**config.mk**
```make
export PLATFORM = sky130hd
export DESIGN_NAME = address_arbiter_mux
export DESIGN_NICKNAME = d
export VERILOG_FILES = /design/src/rtl/addr_mux_pkg.sv /design/src/rtl/rr_arbiter.sv /design/src/rtl/address_arbiter_mux.sv
export SDC_FILE = /design/constraint.sdc
export NUM_CORES = 1
export LEC_CHECK = 0
export ABC_AREA = 1
export CORE_AREA = 4 4 62 64
export CTS_BUF_LIST = sky130_fd_sc_hd__clkbuf_8
export CTS_CLUSTER_SIZE = 8
export DETAILED_ROUTE_END_ITERATION = 10
export DIE_AREA = 0 0 66 68
export HOLD_SLACK_MARGIN = 0.03
export PLACE_DENSITY = 0.86
export SYNTH_ARGS = -nofsm -noshare
export SYNTH_HDL_FRONTEND = slang
export SYNTH_SLANG_ARGS = --single-unit
```
**constraint.sdc**
```tcl
create_clock -name CLK -period 2.1 [get_ports CLK]
set_input_delay 0.42 -clock CLK [delete_from_list [all_inputs] [get_ports CLK]]
set_output_delay 0.42 -clock CLK [all_outputs]
set_load 0.1 [all_outputs]
```
**src/rtl/addr_mux_pkg.sv**
```systemverilog
// Shared constants and helpers for the round-robin address arbiter/mux.
package addr_mux_pkg;

  localparam int unsigned DEFAULT_ADDR_WIDTH = 11;

  localparam int unsigned CH_FETCH = 0;
  localparam int unsigned CH_LSU   = 1;
  localparam int unsigned CH_DMA   = 2;
  localparam int unsigned CH_DBG   = 3;

  function automatic int unsigned clog2(input int unsigned n);
    int unsigned r;
    r = 0;
    while ((32'd1 << r) < n) begin
      r = r + 1;
    end
    return r;
  endfunction

endpackage

```
**src/rtl/rr_arbiter.sv**
```systemverilog
// Combinational round-robin winner pick with optional lock override.
// The lock override is only driven when ADDR_MUX_LOCK_EN is defined in the top.
module rr_arbiter #(
  parameter int unsigned NUM_CH    = 4,
  parameter int unsigned SEL_WIDTH = 2
) (
  input  logic [NUM_CH-1:0]    req_i,
  input  logic [SEL_WIDTH-1:0] last_i,
  input  logic                 lock_i,
  input  logic [SEL_WIDTH-1:0] lock_sel_i,
  output logic [NUM_CH-1:0]    gnt_oh_o,
  output logic [SEL_WIDTH-1:0] gnt_idx_o
);

  logic                 found;
  logic [SEL_WIDTH-1:0] cand;

  always_comb begin
    gnt_idx_o = '0;
    found     = 1'b0;
    cand      = '0;
    // Search upward from last+1; offset NUM_CH lands back on last itself.
    for (int unsigned off = 1; off <= NUM_CH; off++) begin
      cand = SEL_WIDTH'((32'(last_i) + off) % NUM_CH);
      if (!found && req_i[cand]) begin
        found     = 1'b1;
        gnt_idx_o = cand;
      end
    end
    if (lock_i) begin
      gnt_idx_o = lock_sel_i;
    end
    gnt_oh_o            = '0;
    gnt_oh_o[gnt_idx_o] = |req_i;
  end

endmodule

```
**src/rtl/address_arbiter_mux.sv**
```systemverilog
// Round-robin N-channel address arbiter feeding a registered valid/ready output stage.
// Define ADDR_MUX_LOCK_EN to add the ILOCK port (sticky grant for atomic sequences).
module address_arbiter_mux
  import addr_mux_pkg::*;
#(
  parameter int unsigned  ADDR_WIDTH = DEFAULT_ADDR_WIDTH,
  parameter int unsigned  NUM_CH     = 4,
  localparam int unsigned SEL_WIDTH  = clog2(NUM_CH)
) (
  input  logic                         CLK,
  input  logic                         RST_N,
  input  logic [NUM_CH-1:0]            IREQ,
  input  logic [NUM_CH*ADDR_WIDTH-1:0] IADDR,
`ifdef ADDR_MUX_LOCK_EN
  input  logic [NUM_CH-1:0]            ILOCK,
`endif
  output logic [NUM_CH-1:0]            IGNT,
  output logic                         OVALID,
  input  logic                         OREADY,
  output logic [ADDR_WIDTH-1:0]        OADDR,
  output logic [SEL_WIDTH-1:0]         OSEL
);

  logic [NUM_CH-1:0]     gnt_oh;
  logic [SEL_WIDTH-1:0]  gnt_idx;
  logic                  lock_active;
  logic                  load;
  logic [ADDR_WIDTH-1:0] addr_sel;

  logic                  valid_q, valid_d;
  logic [ADDR_WIDTH-1:0] addr_q, addr_d;
  logic [SEL_WIDTH-1:0]  sel_q, sel_d;
  logic [SEL_WIDTH-1:0]  last_q, last_d;

`ifdef ADDR_MUX_LOCK_EN
  assign lock_active = ILOCK[sel_q] & IREQ[sel_q];
`else
  assign lock_active = 1'b0;
`endif

  rr_arbiter #(
    .NUM_CH   (NUM_CH),
    .SEL_WIDTH(SEL_WIDTH)
  ) u_rr_arbiter (
    .req_i     (IREQ),
    .last_i    (last_q),
    .lock_i    (lock_active),
    .lock_sel_i(sel_q),
    .gnt_oh_o  (gnt_oh),
    .gnt_idx_o (gnt_idx)
  );

  assign load = (|IREQ) && (!valid_q || OREADY);
  assign IGNT = (load && RST_N) ? gnt_oh : '0;

  // Explicit compare-mux so only the selected channel can reach OADDR.
  always_comb begin
    addr_sel = '0;
    for (int unsigned i = 0; i < NUM_CH; i++) begin
      if (gnt_idx == SEL_WIDTH'(i)) begin
        addr_sel = IADDR[i*ADDR_WIDTH +: ADDR_WIDTH];
      end
    end
  end

  always_comb begin
    valid_d = valid_q;
    addr_d  = addr_q;
    sel_d   = sel_q;
    last_d  = last_q;
    if (load) begin
      valid_d = 1'b1;
      addr_d  = addr_sel;
      sel_d   = gnt_idx;
      last_d  = gnt_idx;
    end else if (OREADY) begin
      valid_d = 1'b0;
    end
  end

  always_ff @(posedge CLK) begin
    if (!RST_N) begin
      valid_q <= 1'b0;
      addr_q  <= '0;
      sel_q   <= '0;
      last_q  <= SEL_WIDTH'(NUM_CH - 1);
    end else begin
      valid_q <= valid_d;
      addr_q  <= addr_d;
      sel_q   <= sel_d;
      last_q  <= last_d;
    end
  end

  assign OVALID = valid_q;
  assign OADDR  = addr_q;
  assign OSEL   = sel_q;

endmodule
```
==> qor.csv <==
metric,value,unit
Layout area overhead,86.8,%
CP Max Fanout,6,
Mapped Cells,204,
1st-pass router iterations,4,
port bufs,68,
type of origin of the critical path,register,
worst path cell trace,buf_6 > nand2_4 > nand2_4 > nand2_4 > nand2_4 > nor2_8 > nand2_4 > nor2_4 > nor2_4 > nor3_4 > buf_12,
"Clk pin slew, worst setup/hold paths",0.06,ns
kind of critical path,register to primary output,
total core area,3280,sq um
Die Y,68,um
Setup crit start,last_q[0],
Netlist cell types,30,
Worst R2R Path Depth,16,
FF+latch area,329,sq um
htree depth,1,
Fillers,233,
Final Hold Viols,0,
DRC violations left,0,
CP arrival,1.86,ns
Num CTS Buffers,3,
top sig layer,met4,
Final HPWL DP,3.50,mm
Post-synth EDFFs,0,
worst r2r dst,OADDR[0],
# nets final,351,
boundary pin count,69,
FP Rows,21,
reg2reg start,last_q[0],
met2 wire length,2.56,mm
Die Area,4490,sq um
drt wl/cell,14.5,um
largest net degree at the start of global routing,23,
Synth Flop Type,dfxtp_1,
unrepaired setup endpoints after global routing,true,
Via density,5.10,
final period utilization,108,%
vias in the first global route,1714,
"Data required, critical path",1.68,ns
post-synthesis area per instance,6.51,sq um
clk_lat worst skew,0.25,ns
CTS tree,built,
DR vias,1756,
1st-iter DRT viols,48,
clock skew,0.00223,ns
Worst Hold Class,register to register,
Final min period,2.28,ns
gr ovfl total,0,
Slowest Stage Delay on Critical Path,0.38,ns
Max transition margin,78.2,%
met3 wire length,437,um
Slew @ Worst Pin,0.324,ns
CP endpoint,IGNT[2],
initial antenna violation count,0,
Sink Count,16,
Synth area leaders,"dfxtp_1 24%, nand2_1 17%, nand3_1 7.2%, nand4_1 6.6%, nand2_2 5.7%",
max frequency,439,MHz
Synth area leader,dfxtp_1,
"reg-to-reg slack, setup",0.06,ns
global-route wire length before repair,7.54,mm
Final Max Tran Viols,0,
final hold slack,0.470,ns
fin worst setup slack,-0.178,ns
Synth Register Bits,16,
routed wire length,4.97,mm
sequential fraction of the synthesis area,24.1,%
max-cap violations,0,
Final setup violation count,4,
Synth warnings,0,
Starting Density,40.4,%
total track usage,22.0,%
share of cells above drive strength 1,36.6,%
status,finished with violations,
routability cong.,0.844,
area of the multi-input gates,1020,sq um
Ant. Diodes,0,
Synth top area share,24.1,%
post-route ant nets,0,
Synth Net Count,255,
Clock Path Buffers,2,
Async SR Flop Fraction,0,%
CP max-delay cell,dfxtp_4,
Root Buffer,clkbuf_8,
CP most frequent cell,nand2_4,
post-layout util,75.5,%
die width,66,um
crit end category,primary output,
Syn Std Cell Area,1330,sq um
violated checks,setup timing,
M1 WL,1.86,mm
[routing by layer]
metal | vias to the layer above | global-route usage, %
li1 | 864 | -
met2 | 70 | 40.6
met3 | 14 | 9.20
met5 | - | 0
met4 | 0 | 5.58
met1 | 808 | 23.3
[placed cells by master (no fill, tap or decap), drive strengths merged, types with 10 or more instances in the layout]
| master | netlist | final |
|---|---|---|
| a21oi | 10 | 10 |
| o21ai | 14 | 14 |
| nand4 | 15 | 15 |
| dfxtp | 16 | 16 |
| inv | 20 | 20 |
| nand2 | 78 | 78 |
| nand3 | 20 | 20 |
| buf | 5 | 49 |
| clkdlybuf4s50 | 0 | 46 |
| nor2 | 16 | 16 |
[worst min-delay path by stage]
stage | from | endpoint | slack (ns) | cells past startpoint
2_1_floorplan | last_q[1] | last_q[1] | 0.57 | 2
3_3_place_gp | OADDR[0] | OADDR[0] | 0.46 | 2
3_5_place_dp | OADDR[0] | OADDR[0] | 0.46 | 2
4_1_cts | OADDR[4] | OADDR[4] | 0.47 | 2
5_1_grt | OADDR[1] | OADDR[1] | 0.49 | 2
6_report | OADDR[1] | OADDR[1] | 0.47 | 2
[kinds of logic (layout without fill, tap and decap cells)]
logic type	Yosys count	in the layout	share of synthesized area, %
simple gates	133	133	53.5
buf+inv	28	122	10.5
compound gates	27	27	11.9
flops	16	16	24.1
[critical path, delay by kind of cell, from the launching register on]
| kind | cells | cell delay, ns |
|---|---|---|
| DFF | 1 | 0.38 |
| and+or+nand+nor | 9 | 0.86 |
| buffers and inverters | 2 | 0.34 |
[per-stage QoR]
stage	std cells	setup WS [ns]	setup TNS [ns]	cell area (sq um)
finish	344	-0.178	-0.675	2480
detailed placement	333	-0.460	-5.96	2260
global placement	333	-0.440	-5.42	2260
floorplan	204	-0.466	-1.34	1410
CTS	342	-0.204	-0.697	2380
global route	344	-0.250	-1.12	2480
[Yosys cell counts, types with 2 or more instances]
| library cell | instances |
|---|---|
| a21oi_1 | 10 |
| nand4_1 | 14 |
| nand3_1 | 19 |
| inv_1 | 17 |
| buf_6 | 3 |
| o211ai_1 | 2 |
| o21ai_0 | 9 |
| o21ai_1 | 3 |
| inv_2 | 2 |
| dfxtp_1 | 16 |
| buf_4 | 2 |
| nand2_1 | 60 |
| nor2_1 | 12 |
| nor2_2 | 2 |
| nand2_4 | 5 |
| nor3_1 | 2 |
| clkbuf_1 | 2 |
| nand2_2 | 12 |
[sequential cells by signal (all words and copies together), names as in the netlist]
signal  cells
last_q      2
OVALID      1
OSEL        2
OADDR      11
[cell type report]
type / count / share of cell area [%]
timing repair buffer: 99 / 38.2
tap: 46 / 2.32
clock buffer: 3 / 1.66
sequential: 16 / 13.3
inverter: 20 / 3.33
multi-input combinational: 160 / 41.2
[repair_timing]
| item | in CTS | in global routing |
|---|---|---|
| pin swaps | 22 | 8 |
| hold buffers | 0 | 0 |
| gates resized for setup | 18 | 21 |
| setup buffers | 7 | 2 |
| setup endpoints to repair | 15 | 15 |
Power is left out: the tool's default activity adds up to more than one toggle a clock period on the data nets, which glitch-free logic cannot reach.
